===== src/rtl/demux8_deserializer_pkg.sv =====
// rtl/demux8_deserializer_pkg.sv - shared widths and output-register state for the deserializer
// Contents: WORD_W (parallel word width), IDX_W (bit-slot index width), out_state_e (EMPTY/FULL).
package demux8_deserializer_pkg;

    localparam int WORD_W = 8;
    localparam int IDX_W  = 3;

    typedef enum logic {
        OUT_EMPTY = 1'b0,
        OUT_FULL  = 1'b1
    } out_state_e;

endpackage


===== src/rtl/demux8_deserializer_demux1_to_8.sv =====
// rtl/demux8_deserializer_demux1_to_8.sv - combinational 1-to-8 demux producing write strobes and data
// Ports:
//   i_bit    - serial bit to be steered
//   i_sel    - destination slot
//   i_en     - write enable; strobes are all zero when low
//   o_strobe - one-hot per-slot write enable
//   o_data   - i_bit placed in the selected slot, zero elsewhere
module demux1_to_8
    import demux8_deserializer_pkg::*;
(
    input  logic              i_bit,
    input  logic [IDX_W-1:0]  i_sel,
    input  logic              i_en,
    output logic [WORD_W-1:0] o_strobe,
    output logic [WORD_W-1:0] o_data
);

    always_comb begin
        o_strobe = '0;
        if (i_en) begin
            o_strobe[i_sel] = 1'b1;
        end
        o_data = {WORD_W{i_bit}} & o_strobe;
    end

endmodule


===== src/rtl/demux8_deserializer.sv =====
// rtl/demux8_deserializer.sv - serial-to-parallel 8-bit deserializer with frame sync and ready/valid handshakes
// Ports:
//   clk, rst           - clock, synchronous active-high reset
//   in_bit/in_valid    - serial input stream; in_ready back-pressures it
//   frame_sync         - with an accepted bit, marks that bit as bit 0 of a new word
//   out/out_valid      - assembled word; out_ready consumes it
//   sel                - next bit slot to be written (0..7)
//   sync_err           - one-cycle pulse when frame_sync discarded a partial word
module demux8_deserializer
    import demux8_deserializer_pkg::*;
#(
    parameter bit LSB_FIRST = 1'b1
) (
    input  logic              clk,
    input  logic              rst,
    input  logic              in_bit,
    input  logic              in_valid,
    output logic              in_ready,
    input  logic              frame_sync,
    output logic [WORD_W-1:0] out,
    output logic              out_valid,
    input  logic              out_ready,
    output logic [IDX_W-1:0]  sel,
    output logic              sync_err
);

    localparam logic [IDX_W-1:0] LAST_SLOT = IDX_W'(WORD_W - 1);

    logic [IDX_W-1:0]  r_sel;
    logic [WORD_W-1:0] r_asm;
    logic [WORD_W-1:0] r_out;
    out_state_e        r_state;
    logic              r_sync_err;

    logic              w_full;
    logic              w_in_ready;
    logic              w_in_xfer;
    logic              w_out_xfer;
    logic              w_complete;
    logic [IDX_W-1:0]  w_slot;
    logic [IDX_W-1:0]  w_wr_sel;
    logic [WORD_W-1:0] w_strobe;
    logic [WORD_W-1:0] w_data;
    logic [WORD_W-1:0] w_asm_base;
    logic [WORD_W-1:0] w_asm_next;

    assign w_full = (r_state == OUT_FULL);

    // Only the last bit of a word can be blocked: it needs a free output
    // register, which a same-cycle consume also provides.
    assign w_in_ready = !((r_sel == LAST_SLOT) && w_full && !out_ready);
    assign w_in_xfer  = in_valid && w_in_ready;
    assign w_out_xfer = w_full && out_ready;

    // A sync bit always restarts at slot 0, discarding whatever was assembled.
    assign w_slot     = frame_sync ? '0 : r_sel;
    assign w_wr_sel   = LSB_FIRST ? w_slot : (LAST_SLOT - w_slot);
    assign w_complete = w_in_xfer && !frame_sync && (r_sel == LAST_SLOT);

    demux1_to_8 u_demux (
        .i_bit    (in_bit),
        .i_sel    (w_wr_sel),
        .i_en     (w_in_xfer),
        .o_strobe (w_strobe),
        .o_data   (w_data)
    );

    assign w_asm_base = frame_sync ? '0 : r_asm;
    assign w_asm_next = (w_asm_base & ~w_strobe) | w_data;

    always_ff @(posedge clk) begin
        if (rst) begin
            r_sel      <= '0;
            r_asm      <= '0;
            r_out      <= '0;
            r_state    <= OUT_EMPTY;
            r_sync_err <= 1'b0;
        end else begin
            r_sync_err <= w_in_xfer && frame_sync && (r_sel != '0);

            if (w_in_xfer) begin
                r_asm <= w_complete ? '0 : w_asm_next;
                r_sel <= frame_sync ? IDX_W'(1) : (r_sel + IDX_W'(1));
            end

            // Completion while FULL can only happen alongside a consume,
            // so loading new data here never overwrites an unread word.
            if (w_complete) begin
                r_out   <= w_asm_next;
                r_state <= OUT_FULL;
            end else if (w_out_xfer) begin
                r_state <= OUT_EMPTY;
            end
        end
    end

    assign in_ready  = w_in_ready;
    assign out       = r_out;
    assign out_valid = w_full;
    assign sel       = r_sel;
    assign sync_err  = r_sync_err;

endmodule

===== config.mk =====
export PLATFORM = sky130hd
export DESIGN_NAME = demux8_deserializer
export DESIGN_NICKNAME = d
export VERILOG_FILES = /design/src/rtl/demux8_deserializer_pkg.sv /design/src/rtl/demux8_deserializer_demux1_to_8.sv /design/src/rtl/demux8_deserializer.sv
export SDC_FILE = /design/constraint.sdc
export NUM_CORES = 1
export LEC_CHECK = 0
export BUFFER_PORTS_ARGS = -buffer_cell sky130_fd_sc_hd__buf_4
export CAP_MARGIN = 40
export CORE_MARGIN = 5
export CORE_UTILIZATION = 35
export CTS_CLUSTER_SIZE = 28
export DETAILED_ROUTE_END_ITERATION = 6
export PLACE_DENSITY = 0.53
export SLEW_MARGIN = 10
export SYNTH_ARGS = -nofsm -noshare
export SYNTH_HDL_FRONTEND = slang
export SYNTH_SLANG_ARGS = --single-unit
export TNS_END_PERCENT = 50

===== constraint.sdc =====
create_clock -name clk -period 2.3 [get_ports clk]
set_clock_uncertainty 0.05 [all_clocks]
set_input_delay 0.345 -clock clk [delete_from_list [all_inputs] [get_ports clk]]
set_output_delay 0.345 -clock clk [all_outputs]
set_load 0.005 [all_outputs]

; ---- After elaboration in Yosys (flattened, before gate mapping)
; Cells that the tools add are included.
[totals]
reg_bits = 21
in_bits = 6
out_inout_bits = 14
elab_cells = 36
[classes]
n_addsub = 1
magnitude_cmp = 2
eq_ne = 1
n_mux = 9
bitwise_logic = 4
reduce_logical = 14
[op_table]
columns = cell, n
row1 = $mux 8, 3
row2 = $and 8x8->8, 2
row3 = $logic_and 1x1->1, 9
row4 = $not 8->8, 1
row5 = $or 8x8->8, 1
row6 = $mux 3, 2
row7 = $lt 3x4->1 const B, 1
row8 = $add 3x1->3 const B, 1
row9 = $demux 1 s3, 1
row10 = $eq 3x3->1 const B, 1
row11 = $ge 3x1->1 const B, 1
row12 = $logic_not 1->1, 3
row13 = $mux 1, 3
row14 = $reduce_bool 3->1, 1
row15 = $reduce_bool 2->1, 1

; ---- Logic depth before layout (Yosys ltp)
; Gate-level depths: netlist (run 1).
[logic_depth]
word_depth = 10
ltp_mapped = 9
depth_no_buf = 7

; ---- By module
; A second synthesis (run 1) with hierarchy kept.
[unflattened]
hier_cells = 128
hier_area_um2 = 1046.0
[modules_own_cells]
columns = module, n_inst, cells_each, area_per_inst_um2, seq_area_each_um2
row1 = demux8_deserializer, 1, 105, 942.2, 420.4
row2 = demux1_to_8, 1, 23, 103.8, 0.0

; ---- Worst setup path before layout (run 1)
; Ideal clock, no wire load.
[synth_path]
path_kind = reg-to-reg
startpoint = reg r_sel[0], in the netlist sel[0]
endpoint = reg r_out[3], in the netlist out[3]
setup_time_ps = 138
arrival_time_ps = 1615
required_ps = 2112
setup_slack_ps = 498
stages_incl_launch_ff = 10
path_buffers = 2
synth_period_minus_slack_ps = 1802
cell_sequence = dfxtp_1 ha_1 ha_1 and3b_2 inv_2 and4b_1 buf_6 buf_12 nor2_1 nor3_2
[synth_via]
elab_chain_len = 9
elab_cells_between_ends = 18
cone_classes = order compare: 2 / eq/ne: 1 / mux: 4 / bitwise: 4 / reduce/logical: 7
[synth_rtl]
columns = item, line_no
row1 = start: declaration, demux8_deserializer.sv:29  ; logic [IDX_W-1:0] r_sel;
row2 = start signal: assignment, demux8_deserializer.sv:83  ; r_sel <= frame_sync ? IDX_W'(1) : (r_sel + IDX_W'(1));
row3 = $eq 3x3->1 (*), demux8_deserializer.sv:51  ; assign w_in_ready = !((r_sel == LAST_SLOT) && w_full && !out_ready);
row4 = $logic_and 1x1->1 (*) (2 in series), demux8_deserializer.sv:51
row5 = $logic_not 1->1 (*), demux8_deserializer.sv:51
row6 = named net in_ready, demux8_deserializer.sv:18  ; output logic in_ready,
row7 = $logic_and 1x1->1 (*), demux8_deserializer.sv:52  ; assign w_in_xfer = in_valid && w_in_ready;
row8 = $mux 8, demux8_deserializer_demux1_to_8.sv:20  ; if (i_en) begin
row9 = $not 8->8, demux8_deserializer.sv:69  ; assign w_asm_next = (w_asm_base & ~w_strobe) | w_data;
row10 = $and 8x8->8, demux8_deserializer.sv:69
row11 = $or 8x8->8, demux8_deserializer.sv:69
row12 = end signal: assignment, demux8_deserializer.sv:89  ; r_out <= w_asm_next;
row13 = end: declaration, demux8_deserializer.sv:31  ; logic [WORD_W-1:0] r_out;
; Mark *: on every way through the listed nets, which the timed path passes. The rest lies on a longest branch.
; A chain may end at the register's enable or synchronous reset.

; ---- Worst setup path in the final report (run 1)
[layout_path]
startpoint = reg r_sel[0], in the netlist sel[0]
endpoint = out in_ready
[layout_via]
elab_chain_len = 4
[layout_rtl]
columns = item, line_no
row1 = $eq 3x3->1, demux8_deserializer.sv:51
row2 = $logic_and 1x1->1 (2 in series), demux8_deserializer.sv:51
row3 = $logic_not 1->1, demux8_deserializer.sv:51
row4 = end: declaration, demux8_deserializer.sv:18
; No other way between the ends.

==> results.ini, run 1 <==
[outcome]
outcome = finished clean

[timing]
tns_ns = 0
worstMarginPinSlew_ns = 0.449
final.min_clock_period_ns = 1.94
fmax_mhz = 516
fin_crit_sh_pct = 84.3
final-setup-viol-count = 0
rsz0062_at_grt = no
maxSlewViolCount = 0
slew_headroom_pct = 70.0
hold_viol_final = 0

[detailed_routing]
wirelength_um = 2680
ant_nets = 0
route.detailed.drc = 0
drtPass1Iterations = 4
drtIter0Drc = 51
vias = 1004
wire_per_inst_um = 13.7
via_per_inst = 5.15

[synth]
synth_area_leader_cell = dfxtp_1
syn_nets = 141
yosys.area_share.simple_pct = 25.9
synthAdderAreaFrac_pct = 3.24
ys_warn_count = 0
yosysSeqAreaShare_pct = 36.2
synth-xor-area-share_pct = 0
synth_top_family_by_area = simple AND/OR/NAND/NOR gates
netlist_instances = 132
synth_area_sq_um = 1160
synth_compound_area_share_pct = 20.8
yosys.area.top_type_share_pct = 36.2
muxShareOfSynthArea_pct = 5.18
synth.area.top_cells = dfxtp_1 36%, a211oi_2 7.6%, a21oi_1 5.2%
ys_seq_elements = 21
synth_cell_type_count = 41
avgSynthCellArea_sq_um = 8.79

[cells_and_area]
fillerInstances = 346
final-seq-area_sq_um = 420
layout.cells.non_filler = 195
nets = 159
syn_to_final_growth_pct = 16.8
drive_gt1_share_pct = 29.5
num_antenna_cells = 0
multi_input_area_sq_um = 639

[placement]
dp_cells = 191
gp_congestion = 0.708
portBuffers = 19
dp_hpwl_um = 1890

[clock_network]
postCtsSetupBuffers = 0
insertion_delay_ns = 0.31
root_buffer = clkbuf_4
cts_sinks = 21
clk_pin_slew_ns = 0.12
cts_buffer_depth = 2
cts_tree = yes
htreeDepth = 1
cts_resized = 0
cts_hold_buf = 0
cts_inserted_buffers = 3

[floorplan]
die_w_um = 67.6
rows = 21
core_sq_um = 3280
ioPinCount = 20
die-area_sq_um = 4570
die_h_um = 67.6
start_util_pct = 35.3

[global_route]
met3_usage_pct = 2.50
grt_max_degree = 23
grt_use_met1_pct = 15.2
grt_pass1_wl_um = 4370
grt_overflow = 0
grt_pass1_vias = 945
busiest_layer = met2
gr-usage-met2_pct = 22.6
antenna_found_initial = 0
track_usage_pct = 12.9

[power_and_ir_drop]
power.density_nw_per_um2 = 465
vdd_drop_max_mv = 0.158
p_leak_nw = 0.506

[min_path]
hp-class = input pin to flop

[setup_path]
cp-start-kind = flop
cp.required_ns = 1.90
endpoint_kind = output port
worstPathMaxFanout = 7
worstPathArrival_ns = 1.54
path_class = flop to output port

[flow_run]
cap_violations = 0

==> per-stage QoR <==
step	hold slack (ns)	utilization, %	area [sq um]	power [W]	setup WS (ns)
after global placement	0.415	40.4	1330	0.000450	0.430
final	0.293	41.3	1360	0.000631	0.360
after detailed placement	0.423	40.4	1330	0.000450	0.377
after global routing	0.302	41.3	1360	0.000666	0.253
after CTS	0.280	41.3	1360	0.000642	0.341
after floorplan	0.372	-	1160	0.000425	0.498
==> flip-flops by register name, indices dropped and copies added, names as in the netlist <==
name	flops
out	8
r_asm	8
sel	3
out_valid	1
sync_err	1
==> Yosys cell counts <==
| cell type | n |
|---|---|
| a211oi_1 | 1 |
| a211oi_2 | 7 |
| a21oi_1 | 12 |
| a2bb2oi_1 | 1 |
| a31oi_1 | 2 |
| and2_1 | 1 |
| and3_1 | 1 |
| and3b_1 | 1 |
| and3b_2 | 1 |
| and4b_1 | 1 |
| and4bb_2 | 1 |
| buf_12 | 1 |
| buf_2 | 3 |
| buf_4 | 1 |
| buf_6 | 1 |
| clkbuf_1 | 5 |
| clkbuf_2 | 1 |
| dfxtp_1 | 21 |
| ha_1 | 3 |
| inv_1 | 5 |
| inv_2 | 1 |
| mux2i_1 | 6 |
| nand2_1 | 11 |
| nand2b_1 | 1 |
| nand3_1 | 2 |
| nand3b_1 | 3 |
| nand4_1 | 1 |
| nor2_1 | 15 |
| nor2b_1 | 3 |
| nor3_1 | 1 |
| nor3_2 | 1 |
| nor3b_1 | 2 |
| nor4_1 | 1 |
| nor4_2 | 2 |
| nor4b_1 | 1 |
| o2111ai_1 | 1 |
| o21ai_0 | 6 |
| o311a_1 | 1 |
| o41ai_2 | 1 |
| or2_2 | 1 |
| or3b_1 | 1 |
==> placed cells by master (no fill, tap or decap), types with 3 or more instances in the layout <==
master / netlist / final
dfxtp_1: 21 / 21
buf_4: 1 / 25
mux2i_1: 6 / 6
ha_1: 3 / 3
nand2_1: 11 / 11
nand3b_1: 3 / 3
clkbuf_4: 0 / 3
a21oi_1: 12 / 12
o21ai_0: 6 / 6
nor2_1: 15 / 15
nor2b_1: 3 / 3
inv_1: 5 / 5
a211oi_2: 7 / 7
==> logic make-up (layout without fill, tap and decap cells) <==
| logic type | Yosys count | in the layout |
|---|---|---|
| mux | 6 | 6 |
| flops | 21 | 21 |
| buf+inv | 18 | 35 |
| simple gates | 52 | 52 |
| compound gates | 32 | 32 |
| fa+ha+maj | 3 | 3 |
==> final cells by class <==
| type | count | share of cell area [%] |
|---|---|---|
| multi-input combinational | 93 | 47.2 |
| timing repair buffer | 25 | 13.9 |
| sequential | 21 | 31.0 |
| clock inverter | 1 | 0.369 |
| tap | 46 | 4.25 |
| inverter | 6 | 1.66 |
| clock buffer | 3 | 1.66 |
==> metal layers <==
layer,vias up,share of wire [%]
met2,24,49
met5,-,0
met1,477,45
met4,0,1.4
met3,5,4.6
li1,498,-
==> report_power, final <==
group	total, W	internal (W)	leakage, nW	switching (W)
Combinational	0.0000733	0.0000282	0.318	0.0000450
Sequential	0.000369	0.000367	0.170	0.00000169
Clock	0.000188	0.0000650	0.0177	0.000123
==> path summary, 6_finish.rpt <==
path	from	endpoint	slack, ns	cells past startpoint
min	out_ready	out_valid	0.29	4
max reg2reg	sel[0]	out[3]	0.38	8
min reg2reg	r_asm[1]	r_asm[1]	0.44	2
max	sel[0]	in_ready	0.36	5
==> critical path, cell delays in order (launching register included) <==
cell and delay, ns:
dfxtp_1 0.33, ha_1 0.19, ha_1 0.22, and3b_2 0.25
inv_2 0.11, buf_4 0.12
Power figures use the tool's default switching activity.
==> run 2: changes to the inputs <==
clock period = 1.94 ns   (was 2.3 ns; I/O delays follow)
==> results.ini, run 2 (synthesis results as in run 1) <==
[outcome]
outcome = finished clean

[timing]
final-setup-viol-count = 0  ; unchanged
tns_ns = 0  ; unchanged
fin_crit_sh_pct = 95.3
worstMarginPinSlew_ns = 0.457  ; +0.00822 ns
hold_viol_final = 0  ; unchanged
worst_slack_ns = 0.0918  ; -0.268 ns
rsz0062_at_grt = no
fmax_mhz = 541
maxSlewViolCount = 0  ; unchanged
slew_headroom_pct = 69.5  ; -0.55 points
final.min_clock_period_ns = 1.85

[placement]
post-place-ws_ns = 0.0328  ; -0.344 ns
gp_congestion = 0.847  ; +20%
dp_cells = 194  ; +1.6%
portBuffers = 19  ; unchanged
dp_hpwl_um = 1860  ; -1.6%

[clock_network]
cts_sinks = 21  ; unchanged
insertion_delay_ns = 0.30  ; about the same
cts_tree = yes
root_buffer = clkbuf_4
htreeDepth = 1  ; unchanged
cts_buffer_depth = 2  ; unchanged
clk_pin_slew_ns = 0.12  ; about the same
cts_inserted_buffers = 3  ; unchanged

[floorplan]
ioPinCount = 20  ; unchanged
start_util_pct = 35.3  ; unchanged
core_sq_um = 3280  ; unchanged
rows = 21  ; unchanged
die_h_um = 67.6  ; unchanged
die-area_sq_um = 4570  ; unchanged
die_w_um = 67.6  ; unchanged

[power_and_ir_drop]
pwr-share-seq_pct = 59.4  ; +0.9 points
p_int_w = 0.000553  ; +20%
finalPower_w = 0.000737  ; +17%
p_leak_nw = 0.557  ; +10%
pwr-share-clk_pct = 28.3  ; -1.6 points
swShare_pct = 25.0  ; -2.0 points
comb_power_share_pct = 12.3  ; +0.7 points
power.density_nw_per_um2 = 493  ; +5.9%
vdd_drop_max_mv = 0.298  ; +89%
switchingPower_w = 0.000184  ; +8.1%

[global_route]
grt_max_degree = 23  ; unchanged
grt_pass1_wl_um = 4510  ; +3.2%
track_usage_pct = 13.0  ; +0.14 points
antenna_found_initial = 0  ; unchanged
grt_pass1_vias = 1014  ; +7.3%
grt_overflow = 0  ; unchanged

[setup_path]
path_cells = ha_2 > ha_4 > and3b_2 > inv_4 > and4b_2 > buf_6 > nor2_1 > a211oi_2
path_class = flop to flop
endpoint_kind = flop
cp.required_ns = 2.12  ; +0.22 ns
worstPathMaxFanout = 7  ; unchanged
slowest_stage = dfxtp_1
cpPeakStageDelay_ns = 0.34  ; about the same
worstPathArrival_ns = 2.03  ; +0.49 ns
cp-start-kind = flop
crit_start = sel[0]
timing.rr.start = sel[0]

[cells_and_area]
layout_common_cells = 30 x buf_4, 20 x dfxtp_1, 15 x nor2_1, 12 x a21oi_1, 10 x nand2_1
layout_commonest_cell = buf_4
multi_input_area_sq_um = 667  ; +4.3%
layout.cells.non_filler = 204  ; +4.6%
drive_gt1_share_pct = 36.1  ; +6.5 points
final-seq-area_sq_um = 422  ; +0.30%
fillerInstances = 342  ; -1.2%
syn_to_final_growth_pct = 28.8
num_antenna_cells = 0  ; unchanged
nets = 168  ; +5.7%

[detailed_routing]
route.detailed.drc = 0  ; unchanged
vias = 1036  ; +3.2%
drtIter0Drc = 50  ; -2.0%
wire_per_inst_um = 13.1  ; -4.4%
via_per_inst = 5.08  ; -1.4%
ant_nets = 0  ; unchanged
wirelength_um = 2680  ; about the same
drtPass1Iterations = 4  ; unchanged

[flow_run]
cap_violations = 0  ; unchanged

[min_path]
hold_start = out_ready
hp-class = input pin to flop

[run 2: changes by cell type in the layout (fill, tap and decap cells not counted), sizes merged]
cell / previous run / this run
clkinv: 1 / 0
buf: 25 / 33
clkbuf: 3 / 5
[run 2: what timing repair did]
action                     CTS  global route
gates cloned                 0             1
setup endpoints to repair    3            17
pin swaps                    0             3
resized for setup            1            10
hold buffers                 0             0
setup buffers                0             5
[run 2: path summary, 6_finish.rpt]
| path | to | slack (ns) | depth (start not counted) |
|---|---|---|---|
| max | out[5] | 0.09 | 8 |
| min | out_valid | 0.24 | 4 |
| max reg2reg | out[5] | 0.09 | 8 |
| min reg2reg | r_asm[6] | 0.44 | 2 |
[run 2: power groups by stage]
| stage | Clock [W] | Combinational (W) | Sequential [W] |
|---|---|---|---|
| final | 0.000208 | 0.0000905 | 0.000438 |
| after detailed placement | 0 | 0.0000891 | 0.000447 |
| after floorplan | 0 | 0.0000554 | 0.000449 |
| after global placement | 0 | 0.0000894 | 0.000447 |
| after global routing | 0.000243 | 0.000101 | 0.000439 |
| after CTS | 0.000219 | 0.0000894 | 0.000438 |
[run 2: final cells by class]
| class | count | share of cell area [%] |
|---|---|---|
| multi-input cells | 93 | 44.6 |
| flip-flops and latches | 21 | 28.2 |
| repair buffers | 34 | 19.8 |
| well taps | 46 | 3.85 |
| clock buffers | 4 | 1.76 |
| inverters | 6 | 1.68 |
[run 2: worst max-delay path: cells and delay by family (launching register included)]
family | cells | cell delay, ns
compound gates | 1 | 0.17
fa+ha+maj | 2 | 0.35
buf+inv | 2 | 0.23
flops | 1 | 0.34
simple gates | 3 | 0.64
[run 2: metrics by stage]
step                instance area [sq um]  util, %  hold WS (ns)
floorplan                            1160        -         0.318
global placement                     1350     41.1         0.409
detailed placement                   1350     41.1         0.419
CTS                                  1380     42.0         0.240
global route                         1490     45.5         0.255
finish                               1490     45.5         0.243
[run 2: layer usage]
metal  wire length [um]  global-route usage (%)  vias up  part of all wire (%)
li1                   -                       -      519                     -
met1               1220                    16.2      502                    45
met2               1360                    22.1       13                    51
met3                 82                    2.66        2                   3.1
met4                 16                    4.56        0                  0.60
met5                  0                       0        -                     0
==> run 3: changes to the inputs <==
CELL_PAD_IN_SITES_DETAIL_PLACEMENT = 1   (was not set)
CELL_PAD_IN_SITES_GLOBAL_PLACEMENT = 1   (was not set)
PLACE_DENSITY = not set   (was 0.53)
PLACE_DENSITY_LB_ADDON = 0.1   (was not set)
==> results.ini, run 3 (synthesis results as in run 1) <==
[outcome]
outcome = finished clean

[placement]
gp_congestion = 0.762  ; -10%
dp_cells = 196  ; +1.0%
post-place-ws_ns = 0.0732  ; +0.0404 ns
postPlaceCellArea_sq_um = 1370  ; +1.1%
dp_hpwl_um = 2190  ; +18%
portBuffers = 19  ; unchanged

[timing]
slew_headroom_pct = 72.2  ; +2.7 points
final-setup-viol-count = 0  ; unchanged
fmax_mhz = 535  ; -1.1%
fin_crit_sh_pct = 96.3  ; +1.0 points
maxSlewViolCount = 0  ; unchanged
tns_ns = 0  ; unchanged
worst_slack_ns = 0.0717  ; -0.0200 ns
hold_viol_final = 0  ; unchanged
rsz0062_at_grt = yes
final.min_clock_period_ns = 1.87  ; +0.0200 ns
worstMarginPinSlew_ns = 0.416  ; -0.0410 ns

[setup_path]
cp_top_family = adder cells
worst-path-buf-inv = 3  ; +1
reg2reg_to = r_asm[0]
path_cells = ha_1 > ha_2 > and3b_2 > inv_2 > buf_6 > buf_4
crit_start = sel[0]
cp-start-kind = flop
endpoint = in_ready
reg2reg_slack_ns = 0.10  ; about the same
r2r_cells = 8  ; unchanged
cpPeakStageDelay_ns = 0.34  ; about the same
endpoint_kind = output port
timing.rr.start = sel[0]
worstPathMaxFanout = 6  ; -1
cp.required_ns = 1.60  ; -0.52 ns
path_class = flop to output port
slowest_stage = dfxtp_2
worstPathArrival_ns = 1.53  ; -0.50 ns
cp_num_cells = 6  ; -2

[cells_and_area]
fin_area_sq_um = 1420  ; -4.9%
layout.cells.non_filler = 200  ; -2.0%
drive_gt1_share_pct = 35.1  ; -1.0 points
syn_to_final_growth_pct = 22.5
layout_common_cells = 27 x buf_4, 19 x dfxtp_1, 15 x nor2_1, 12 x a21oi_1, 11 x nand2_1
num_antenna_cells = 0  ; unchanged
nets = 164  ; -2.4%
layout_commonest_cell = buf_4
final_util_pct = 43.3  ; -2.2 points

[power_and_ir_drop]
p_leak_nw = 0.531  ; -4.7%
power.density_nw_per_um2 = 533  ; +8.0%
vdd_drop_max_mv = 0.247  ; -17%

[detailed_routing]
route.detailed.drc = 0  ; unchanged
wire_per_inst_um = 15.5  ; +19%
drtIter0Drc = 55  ; +10%
vias = 1029  ; -0.68%
drtPass1Iterations = 4  ; unchanged
wirelength_um = 3110  ; +16%
ant_nets = 0  ; unchanged
via_per_inst = 5.15  ; +1.3%

[global_route]
antenna_found_initial = 0  ; unchanged
grt_overflow = 0  ; unchanged
track_usage_pct = 15.2  ; +2.1 points
grt_pass1_vias = 1107  ; +9.2%
grt_pass1_wl_um = 5200  ; +15%
grt_max_degree = 23  ; unchanged

[clock_network]
htreeDepth = 1  ; unchanged
postCtsSetupBuffers = 0  ; unchanged
cts_buffer_depth = 2  ; unchanged
cts_sinks = 21  ; unchanged
cts_inserted_buffers = 3  ; unchanged
clk_pin_slew_ns = 0.12  ; about the same
root_buffer = clkbuf_4
cts_tree = yes
insertion_delay_ns = 0.31  ; about the same

[floorplan]
ioPinCount = 20  ; unchanged
core_sq_um = 3280  ; unchanged
die_w_um = 67.6  ; unchanged
die-area_sq_um = 4570  ; unchanged
rows = 21  ; unchanged
die_h_um = 67.6  ; unchanged
start_util_pct = 35.3  ; unchanged

[min_path]
hold_depth = 4  ; unchanged
hp-class = input pin to flop

[flow_run]
cap_violations = 0  ; unchanged

## run 3: worst min path at each step
stage                           from         to  slack, ns
after CTS                  out_ready  out_valid       0.25
final                      out_ready  out_valid       0.25
after detailed placement    r_asm[3]   r_asm[3]       0.42
after floorplan                  rst   sync_err       0.32
after global routing      frame_sync   sync_err       0.29
after global placement      r_asm[2]   r_asm[2]       0.40
## run 3: stage by stage
stage	total power (W)	hold WS, ns
6_report	0.000757	0.249
5_1_grt	0.000789	0.287
2_1_floorplan	0.000504	0.318
3_3_place_gp	0.000539	0.403
3_5_place_dp	0.000541	0.419
4_1_cts	0.000766	0.246
## run 3: where the power goes
part / switching (W) / internal (W) / total [W] / leakage [nW]
clock network: 0.000141 / 0.0000804 / 0.000222 / 0.0150
logic: 0.0000586 / 0.0000390 / 0.0000976 / 0.345
registers: 0.00000201 / 0.000436 / 0.000438 / 0.170
total: 0.000202 / 0.000555 / 0.000757 / 0.531
## run 3: worst min-delay path, stage by stage
cell and delay (ns):
buf_4 0.08, inv_1 0.03, a21oi_1 0.13, nor2_1 0.05
## run 3: per-layer routing
| metal | GRT usage [%] | vias to the layer above | part of all wire [%] |
|---|---|---|---|
| met4 | 5.32 | 0 | 1.0 |
| li1 | - | 506 | - |
| met1 | 17.7 | 501 | 46 |
| met2 | 27.5 | 18 | 50 |
| met3 | 2.66 | 4 | 3.9 |
| met5 | 0 | - | 0 |
## run 3: cell type report
class                      instances  area (sq um)
clock buffer                       4          26.3
fill                             398          1860
inverter                           6          22.5
multi-input combinational         93           656
sequential                        21           423
tap                               46          57.6
timing repair buffer              30           236
## run 3: what timing repair did
| action | CTS | global route |
|---|---|---|
| endpoints found under the setup margin | 0 | 16 |
| hold buffers | 0 | 0 |
| resized for setup | 0 | 9 |
